## src/rtl/mem_port_arbiter_pkg.sv

```systemverilog
// Shared types for the memory port arbiter: arbitration mode, FSM state and
// the 16-bit word / byte-mask aliases used by the LC-3b datapath.
package mem_port_arbiter_pkg;

  typedef enum logic {ARB_FIXED = 1'b0, ARB_RR = 1'b1} lc3b_arb_mode;
  typedef enum logic {ARB_IDLE = 1'b0, ARB_BUSY = 1'b1} lc3b_arb_state;

  typedef logic [15:0] lc3b_word;
  typedef logic [1:0]  lc3b_mem_wmask;

  // Index width that stays legal for a single-channel build.
  function automatic int idx_width(input int n);
    return (n > 1) ? $clog2(n) : 1;
  endfunction

endpackage

```

## src/rtl/mem_port_arbiter_if.sv

```systemverilog
// Requester-side and shared-memory-side signals of the arbiter. The slave
// modport is the arbiter's view; master is the requesters plus memory.
interface mem_port_arbiter_if #(
  parameter int NCH = 2,
  parameter int AW  = 16,
  parameter int DW  = 16
);
  logic [NCH-1:0]        ch_read;
  logic [NCH-1:0]        ch_write;
  logic [NCH*AW-1:0]     ch_addr;
  logic [NCH*DW-1:0]     ch_wdata;
  logic [NCH*DW/8-1:0]   ch_wmask;
  logic [NCH-1:0]        ch_resp;
  logic [DW-1:0]         ch_rdata;
  logic                  mem_read;
  logic                  mem_write;
  logic [AW-1:0]         mem_address;
  logic [DW-1:0]         mem_wdata;
  logic [DW/8-1:0]       mem_byte_enable;
  logic                  mem_resp;
  logic [DW-1:0]         mem_rdata;

  modport slave (
    input  ch_read, ch_write, ch_addr, ch_wdata, ch_wmask, mem_resp, mem_rdata,
    output ch_resp, ch_rdata, mem_read, mem_write, mem_address, mem_wdata, mem_byte_enable
  );

  modport master (
    output ch_read, ch_write, ch_addr, ch_wdata, ch_wmask, mem_resp, mem_rdata,
    input  ch_resp, ch_rdata, mem_read, mem_write, mem_address, mem_wdata, mem_byte_enable
  );
endinterface

```

## src/rtl/mem_port_arbiter_arb_pick.sv

```systemverilog
// Combinational winner selection: lowest pending index (fixed) or first
// pending index at or after ptr, wrapping (round-robin).
module arb_pick
  import mem_port_arbiter_pkg::*;
#(
  parameter int NCH = 2
) (
  input  logic [NCH-1:0]              pend,
  input  logic [idx_width(NCH)-1:0]   ptr,
  input  lc3b_arb_mode                mode,
  output logic [idx_width(NCH)-1:0]   idx,
  output logic                        valid
);
  localparam int IW = idx_width(NCH);

  // Scan from the far end so the candidate closest to the search start wins.
  always_comb begin
    int j;
    j     = 0;
    idx   = '0;
    valid = |pend;
    for (int k = NCH - 1; k >= 0; k--) begin
      j = (mode == ARB_RR) ? ((int'(ptr) + k) % NCH) : k;
      if (pend[j]) idx = IW'(j);
    end
  end

endmodule

```

## src/rtl/mem_port_arbiter.sv

```systemverilog
// N-channel arbiter merging pipeline memory requesters onto one shared port,
// with registered transaction hold, fixed/round-robin priority and watchdog.
module mem_port_arbiter
  import mem_port_arbiter_pkg::*;
#(
  parameter int           NCH      = 2,
  parameter int           AW       = 16,
  parameter int           DW       = 16,
  parameter lc3b_arb_mode ARB_MODE = ARB_FIXED,
  parameter int           TMO_CYC  = 255
) (
  input  logic                       clk,
  input  logic                       reset_n,
  mem_port_arbiter_if.slave          bus,
  output logic [idx_width(NCH)-1:0]  grant_idx,
  output logic                       busy,
  output logic                       tmo_err
);
  localparam int IW = idx_width(NCH);
  localparam int BW = DW / 8;
  localparam int TW = (TMO_CYC > 0) ? $clog2(TMO_CYC + 1) : 1;

  lc3b_arb_state  state_reg, state_next;
  logic [NCH-1:0] pend;
  logic [IW-1:0]  win_idx;
  logic           win_valid;
  logic           grant_en;
  logic [IW-1:0]  rr_ptr_reg;
  logic [IW-1:0]  grant_reg;
  logic [AW-1:0]  hold_addr_reg;
  logic [DW-1:0]  hold_wdata_reg;
  logic [BW-1:0]  hold_wmask_reg;
  logic           hold_rd_reg;
  logic           hold_wr_reg;
  logic [TW-1:0]  tmo_cnt_reg;
  logic           tmo_err_reg;

  genvar gi;
  generate
    for (gi = 0; gi < NCH; gi++) begin : g_pend
      assign pend[gi] = bus.ch_read[gi] | bus.ch_write[gi];
    end
  endgenerate

  arb_pick #(.NCH(NCH)) u_pick (
    .pend  (pend),
    .ptr   (rr_ptr_reg),
    .mode  (ARB_MODE),
    .idx   (win_idx),
    .valid (win_valid)
  );

  assign grant_en = (state_reg == ARB_IDLE) && win_valid;

  always_ff @(posedge clk) begin
    if (!reset_n) state_reg <= ARB_IDLE;
    else          state_reg <= state_next;
  end

  always_comb begin
    state_next = state_reg;
    case (state_reg)
      ARB_IDLE: if (win_valid)    state_next = ARB_BUSY;
      ARB_BUSY: if (bus.mem_resp) state_next = ARB_IDLE;
      default:                    state_next = ARB_IDLE;
    endcase
  end

  // A request with both read and write set is carried out as a write.
  always_ff @(posedge clk) begin
    if (!reset_n) begin
      hold_addr_reg  <= '0;
      hold_wdata_reg <= '0;
      hold_wmask_reg <= '0;
      hold_rd_reg    <= 1'b0;
      hold_wr_reg    <= 1'b0;
      grant_reg      <= '0;
      rr_ptr_reg     <= '0;
    end else if (grant_en) begin
      hold_addr_reg  <= bus.ch_addr[win_idx*AW +: AW];
      hold_wdata_reg <= bus.ch_wdata[win_idx*DW +: DW];
      hold_wmask_reg <= bus.ch_wmask[win_idx*BW +: BW];
      hold_wr_reg    <= bus.ch_write[win_idx];
      hold_rd_reg    <= bus.ch_read[win_idx] & ~bus.ch_write[win_idx];
      grant_reg      <= win_idx;
      if (ARB_MODE == ARB_RR)
        rr_ptr_reg <= (win_idx == IW'(NCH - 1)) ? '0 : win_idx + 1'b1;
    end
  end

  // Counter saturates at TMO_CYC; the flag stays set until reset.
  always_ff @(posedge clk) begin
    if (!reset_n) begin
      tmo_cnt_reg <= '0;
      tmo_err_reg <= 1'b0;
    end else if ((state_reg == ARB_BUSY) && !bus.mem_resp) begin
      if ((TMO_CYC > 0) && (tmo_cnt_reg != TW'(TMO_CYC)))
        tmo_cnt_reg <= tmo_cnt_reg + 1'b1;
      if ((TMO_CYC > 0) && (tmo_cnt_reg >= TW'(TMO_CYC - 1)))
        tmo_err_reg <= 1'b1;
    end else begin
      tmo_cnt_reg <= '0;
    end
  end

  always_comb begin
    busy                = (state_reg == ARB_BUSY);
    bus.mem_read        = 1'b0;
    bus.mem_write       = 1'b0;
    bus.mem_address     = '0;
    bus.mem_wdata       = '0;
    bus.mem_byte_enable = '0;
    bus.ch_resp         = '0;
    if (state_reg == ARB_BUSY) begin
      bus.mem_read        = hold_rd_reg;
      bus.mem_write       = hold_wr_reg;
      bus.mem_address     = hold_addr_reg;
      bus.mem_wdata       = hold_wdata_reg;
      bus.mem_byte_enable = hold_wmask_reg;
      // A flushed requester no longer sees its completion.
      if (bus.mem_resp) bus.ch_resp = pend & (NCH'(1) << grant_reg);
    end
  end

  assign bus.ch_rdata = bus.mem_rdata;
  assign grant_idx    = grant_reg;
  assign tmo_err      = tmo_err_reg;

  a_no_rdwr: assert property (@(posedge clk) disable iff (!reset_n)
                              ((bus.ch_read & bus.ch_write) == '0));

endmodule

```

## src/flat_wrapper.sv

```systemverilog
// flat-port wrapper written by rule: the top's interface ports become plain ports
module mem_port_arbiter_flat import mem_port_arbiter_pkg::*;
#(
  parameter int           NCH      = 2,
  parameter int           AW       = 16,
  parameter int           DW       = 16,
  parameter lc3b_arb_mode ARB_MODE = ARB_FIXED,
  parameter int           TMO_CYC  = 255
)
  (clk, reset_n, grant_idx, busy, tmo_err, bus_ch_read, bus_ch_write, bus_ch_addr, bus_ch_wdata, bus_ch_wmask, bus_mem_resp, bus_mem_rdata, bus_ch_resp, bus_ch_rdata, bus_mem_read, bus_mem_write, bus_mem_address, bus_mem_wdata, bus_mem_byte_enable);
  mem_port_arbiter_if #(.NCH(NCH), .AW(AW), .DW(DW)) bus_i ();
  input  logic clk;
  input  logic reset_n;
  output logic [idx_width(NCH)-1:0] grant_idx;
  output logic busy;
  output logic tmo_err;
  input wire logic [$bits(bus_i.ch_read)-1:0] bus_ch_read;
  input wire logic [$bits(bus_i.ch_write)-1:0] bus_ch_write;
  input wire logic [$bits(bus_i.ch_addr)-1:0] bus_ch_addr;
  input wire logic [$bits(bus_i.ch_wdata)-1:0] bus_ch_wdata;
  input wire logic [$bits(bus_i.ch_wmask)-1:0] bus_ch_wmask;
  input wire logic [$bits(bus_i.mem_resp)-1:0] bus_mem_resp;
  input wire logic [$bits(bus_i.mem_rdata)-1:0] bus_mem_rdata;
  output wire logic [$bits(bus_i.ch_resp)-1:0] bus_ch_resp;
  output wire logic [$bits(bus_i.ch_rdata)-1:0] bus_ch_rdata;
  output wire logic [$bits(bus_i.mem_read)-1:0] bus_mem_read;
  output wire logic [$bits(bus_i.mem_write)-1:0] bus_mem_write;
  output wire logic [$bits(bus_i.mem_address)-1:0] bus_mem_address;
  output wire logic [$bits(bus_i.mem_wdata)-1:0] bus_mem_wdata;
  output wire logic [$bits(bus_i.mem_byte_enable)-1:0] bus_mem_byte_enable;
  assign bus_i.ch_read = bus_ch_read;
  assign bus_i.ch_write = bus_ch_write;
  assign bus_i.ch_addr = bus_ch_addr;
  assign bus_i.ch_wdata = bus_ch_wdata;
  assign bus_i.ch_wmask = bus_ch_wmask;
  assign bus_i.mem_resp = bus_mem_resp;
  assign bus_i.mem_rdata = bus_mem_rdata;
  assign bus_ch_resp = bus_i.ch_resp;
  assign bus_ch_rdata = bus_i.ch_rdata;
  assign bus_mem_read = bus_i.mem_read;
  assign bus_mem_write = bus_i.mem_write;
  assign bus_mem_address = bus_i.mem_address;
  assign bus_mem_wdata = bus_i.mem_wdata;
  assign bus_mem_byte_enable = bus_i.mem_byte_enable;
  mem_port_arbiter #(.NCH(NCH), .AW(AW), .DW(DW), .ARB_MODE(ARB_MODE), .TMO_CYC(TMO_CYC)) u_core (.clk(clk), .reset_n(reset_n), .bus(bus_i), .grant_idx(grant_idx), .busy(busy), .tmo_err(tmo_err));
endmodule
```

## config.mk

```make
export PLATFORM = sky130hd
export DESIGN_NAME = mem_port_arbiter_flat
export DESIGN_NICKNAME = d
export VERILOG_FILES = /design/src/rtl/mem_port_arbiter_pkg.sv /design/src/rtl/mem_port_arbiter_if.sv /design/src/rtl/mem_port_arbiter_arb_pick.sv /design/src/rtl/mem_port_arbiter.sv /design/src/flat_wrapper.sv
export SDC_FILE = /design/constraint.sdc
export NUM_CORES = 1
export LEC_CHECK = 0
export CORE_UTILIZATION = 41
export CTS_CLUSTER_SIZE = 10
export DETAILED_ROUTE_END_ITERATION = 10
export PLACE_DENSITY = 0.93
export SYNTH_ARGS = -nofsm -noshare
export SYNTH_HDL_FRONTEND = slang
export SYNTH_HIERARCHICAL = 1
export SYNTH_SLANG_ARGS = --single-unit
```

## constraint.sdc

```tcl
create_clock -name clk -period 3.2 [get_ports clk]
set_input_delay 0.32 -clock clk [delete_from_list [all_inputs] [get_ports clk]]
set_output_delay 0.32 -clock clk [all_outputs]
set_load 0.02 [all_outputs]
```

# ---- Word-level counts from Yosys, hierarchy flattened
# Cells that the tools add are included.
dict set report totals {
  in_bits 91
  reg_bits 47
  out_inout_bits 57
  elab_cells 45
}
dict set report op_classes {
  shift 4
  n_eq_ne 1
  muxes 16
  n_addsub 1
  n_lt_le_gt_ge 2
  reduce_logical 6
  n_bitwise 6
}
# cell n
set op_table {}
lappend op_table {{32-bit by 6-bit variable part select with 16-bit output} 2}
lappend op_table {{16-bit 2-to-1 mux} 2}
lappend op_table {{1-bit 2-to-1 mux} 10}
lappend op_table {{8-bit by 1-bit adder with 8-bit output, second input constant} 1}
lappend op_table {{8-bit >= comparator, second input constant} 1}
lappend op_table {{8-bit != test, second input constant} 1}
lappend op_table {{2-bit 2-to-1 mux} 3}
lappend op_table {{2-bit AND reduction} 2}
lappend op_table {{4-bit by 3-bit variable part select with 2-bit output} 1}
lappend op_table {{2-bit bitwise AND} 1}
lappend op_table {{1-bit logical AND} 2}
lappend op_table {{1-bit by 2-bit less-than comparator with 1-bit output, second input constant} 1}
lappend op_table {{1-bit inverter} 2}
lappend op_table {{1-bit bitwise OR} 2}
lappend op_table {{1-bit case mux with 2 select lines} 1}
lappend op_table {{2-bit OR reduction} 1}
lappend op_table {{1-bit by 1-bit left shift with 2-bit output, first input constant} 1}
lappend op_table {{1-bit bitwise AND} 1}
lappend op_table {{1-bit logical NOT} 1}

# ---- Depth between registers and ports, before layout
dict set report depth {
  word_depth 7
  ltp_mapped 7
  mapped_depth_nobuf 5
}

# ---- Cells and area by module
# Netlist, hierarchy kept.
# mod seq_area_each_um2 area_per_inst_um2 instances cells_each
set modules_own_cells {}
lappend modules_own_cells {mem_port_arbiter 940.9 2481.1 1 275}
lappend modules_own_cells {arb_pick 0.0 17.5 1 3}

# ---- Worst setup path before layout
# Ideal clock, no wire load.
dict set report synth_path {
  path_kind {in2reg}
  start {input port bus_ch_write[1]}
  end {register u_core.hold_addr_reg[10]}
  cell_stages 6
  path_slack_ns 1.647
  setup_time_ns 0.086
  required_ns 3.114
  arrival_time_ns 1.468
  path_cell_list {or2_2 -> or2_1 -> nor2b_2 -> buf_4 -> buf_2 -> a211oi_1}
}
# item line
set synth_rtl {}
lappend synth_rtl {{start, declared} flat_wrapper.sv:18} ;# input wire logic [$bits(bus_i.ch_write)-1:0] bus_ch_write;
lappend synth_rtl {{1-bit bitwise OR} mem_port_arbiter.sv:41} ;# assign pend[gi] = bus.ch_read[gi] | bus.ch_write[gi];
lappend synth_rtl {{2-bit OR reduction} mem_port_arbiter_arb_pick.sv:21} ;# valid = |pend;
lappend synth_rtl {{via u_core.win_valid} mem_port_arbiter.sv:26} ;# logic win_valid;
lappend synth_rtl {{1-bit logical AND} mem_port_arbiter.sv:53} ;# assign grant_en = (state_reg == ARB_IDLE) && win_valid;
lappend synth_rtl {{end signal, assigned} mem_port_arbiter.sv:80} ;# hold_addr_reg <= bus.ch_addr[win_idx*AW +: AW];
lappend synth_rtl {{end, declared} mem_port_arbiter.sv:30} ;# logic [AW-1:0] hold_addr_reg;
# The timed path passes the listed nets, and every way through them passes these cells.
# A chain may end at the register's enable or synchronous reset.

# ---- Final worst setup path
dict set report layout_path {
  start {register u_core.state_reg (netlist: u_core/busy)}
  end {output port bus_mem_wdata[14]}
}
dict set report layout_via {
  elab_chain_cells 1
}
# item line
set layout_rtl {}
lappend layout_rtl {{start, declared} mem_port_arbiter.sv:23} ;# lc3b_arb_state state_reg, state_next;
lappend layout_rtl {{start signal, assigned} mem_port_arbiter.sv:57} ;# else state_reg <= state_next;
lappend layout_rtl {{16-bit 2-to-1 mux} mem_port_arbiter.sv:114} ;# if (state_reg == ARB_BUSY) begin
lappend layout_rtl {{end, declared} flat_wrapper.sv:29} ;# output wire logic [$bits(bus_i.mem_wdata)-1:0] bus_mem_wdata;
# Every way passes these cells.

==> flow_metrics.tcl <==
set metrics [dict create \
    finalHoldViolations 0 \
    drt-vias-per-instance 5.16 \
    synth.distinct_cells 42 \
    worstMarginPinSlew_ps 847 \
    io_buffer_count 115 \
    relSlewSlack 0.434 \
    critPathSlowestCell "dfxtp_1" \
    firstDrtPassIters 4 \
    grt_usage 0.193 \
    die-area_um2 6410 \
    gp_congestion 0.735 \
    synth_fa_ha_area_frac 0.0100 \
    critical_path_required_ps 2880 \
    yosysSeqAreaShare 0.377 \
    crit_chain "buf_4 -> and2_1 -> clkdlybuf4s50_1" \
    cellPowerDensity_nw_per_um2 434 \
    yosys.area_share.simple 0.216 \
    skew_ps 9.16 \
    synth_area_per_cell_um2 8.99 \
    postSynth.asyncResetShare 0 \
    antenna_found_initial 0 \
    area_delta_synth_final_pct 48.7 \
    post_cts_buffers 0 \
    h-tree-depth 2 \
    setup_viol 0 \
    critical_path_class "register to output port" \
    muxShareOfSynthArea 0.144 \
    wl_met2_mm 3.39 \
    die_w_um 80.1 \
    maxCapViolCount 0 \
    grt_start_max_net_pins 38 \
    cts_tree "built" \
    numCtsBuffers 5 \
    antenna_left 0 \
    wl_per_cell_um 13.9 \
    initial_core_util 0.425 \
    die_y_um 80.1 \
    ir_worst_vdd_mv 0.303 \
    core-area_um2 5890 \
    ctsHoldBuffers 0 \
    period_minus_slack_ps 2550 \
    post_cts_resized 0 \
    wl_met3_um 438 \
    yosysWarnings 6 \
    cp-start-kind "register" \
    cts_root_buf "clkbuf_8" \
    synth_edf_count 0 \
    cts.sinks 47 \
    dr.first_iter.drc_count 60 \
    place_hpwl_mm 4.80 \
    cp-end-kind "output port" \
    fin_setup_tns_ps 0 \
    synth_compound_gate_area_share 0.150 \
    drive_gt1_frac 0.0591 \
    io_pins 148 \
    synth_seq_cells 47 \
    n_fill_cell 513 \
    crit_buf_inv 2 \
    outcome "complete, no violations" \
    insertion_delay_ps 290 \
    remaining_drc_errors 0 \
    wl_mm 6.20 \
    grt_pass1_vias 2298 \
    clk_pin_slew_ps 90 \
    rows 28 \
    worstPathArrival_ps 2230 \
    hold_ws_ps 490 \
    topRoutingLayerUsed "met4" \
    synth-xor-area-share 0.00351 \
    period_share 0.798 \
    synth_top_family_by_area "simple AND/OR/NAND/NOR gates" \
    netlist_instances 278 \
    cts_buffer_depth 2 \
    critical_path.max_stage_delay_ps 880 \
    crit_family "buffers and inverters" \
    rsz0062_at_grt "false" \
    grt_pass1_wl_mm 9.65 \
    fmax_mhz 392 \
    power_leakage_nw 1.45 \
    synthFlopType "dfxtp_1" \
    grt.overflow.total 0 \
    antenna_cells 0 \
    wirelength_met1_mm 2.24 \
    hp-class "register to register" \
    cp_max_fo 29 \
    nets 464 \
    drv_slew 0 \
    syn_area_um2 2500 \
    vias 2307 \
]
==> layer usage <==
metal  up-vias  GRT usage
li1       1148          -
met1      1057      0.183
met2        83      0.391
met3        19     0.0409
met4         0     0.0821
met5         -          0
==> layout by cell type, fill, tap and decap left out, types with 2 or more instances in the layout <==
cell / n
mux2i_1: 36
ha_1: 2
clkdlybuf4s50_1: 115
nor2_1: 39
nand2_1: 4
a31oi_1: 3
and2_1: 36
dfxtp_1: 47
bufinv_16: 2
conb_1: 2
inv_1: 3
a21oi_1: 4
nand3_1: 3
nor3_1: 3
o21ai_0: 2
buf_4: 4
a211oi_1: 36
or2_2: 2
clkbuf_8: 5
==> cells in the mapped netlist, types with 2 or more instances <==
library cell,count,area share
ha_1,2,0.010
mux2i_1,36,0.14
nand2_1,4,0.0060
dfxtp_1,47,0.38
buf_2,4,0.0080
or2_2,2,0.0050
nand3_1,3,0.0060
a21oi_1,4,0.0080
buf_4,21,0.063
buf_1,2,0.0030
and2_1,36,0.090
a211oi_1,36,0.11
nor2_1,39,0.059
nor3_1,3,0.0060
inv_1,3,0.0045
buf_6,2,0.0090
o21ai_0,2,0.0040
a31oi_1,3,0.0075
clkbuf_1,6,0.0090
==> worst paths after layout <==
| check | from | end | slack, ps | cells past startpoint |
|---|---|---|---|---|
| worst max-delay path | u_core/busy | bus_mem_wdata[14] | 650 | 3 |
| worst min-delay path | u_core/tmo_err | u_core/tmo_err | 490 | 2 |
| worst min register to register | u_core/tmo_err | u_core/tmo_err | 490 | 2 |
| worst max register to register | u_core/busy | u_core/hold_addr_reg[0] | 1210 | 4 |
==> final cells by class <==
type	count	area, um^2	area share
Clock inverter	2	60.1	0.0162
Inverter	4	15.0	0.00404
Multi-Input combinational cell	193	1330	0.359
Sequential cell	47	941	0.253
Timing Repair Buffer	120	1200	0.323
Clock buffer	6	72.6	0.0195
Tap cell	75	93.8	0.0253
==> metrics by stage <==
stage	setup WS (ps)	cell area (um^2)	power (mW)	cells	utilization
2_1_floorplan	1650	2500	0.951	279	-
3_3_place_gp	824	3580	1.11	439	0.609
3_5_place_dp	710	3580	1.13	439	0.609
4_1_cts	603	3720	1.64	447	0.631
5_1_grt	461	3720	1.70	447	0.631
6_report	648	3720	1.61	447	0.631
==> kinds of logic after synthesis <==
kind of cell    Yosys count
flops                    47
xor+xnor                  1
buf+inv                  39
mux                      36
other cells               1
simple gates            100
compound gates           52
fa+ha+maj                 2
==> worst register-to-register path: cells and delay by family, from the launching register on <==
family	cells	cell delay, ps
AOI/OAI and AO/OA	1	230
buffers and inverters	1	340
DFF	1	590
and+or+nand+nor	2	740
==> power breakdown <==
group	switching (mW)	internal, mW
logic	0.197	0.236
clock network	0.188	0.312
registers	0.0354	0.643
total	0.421	1.19
Note: power is estimated with default switching activity, not from simulation.
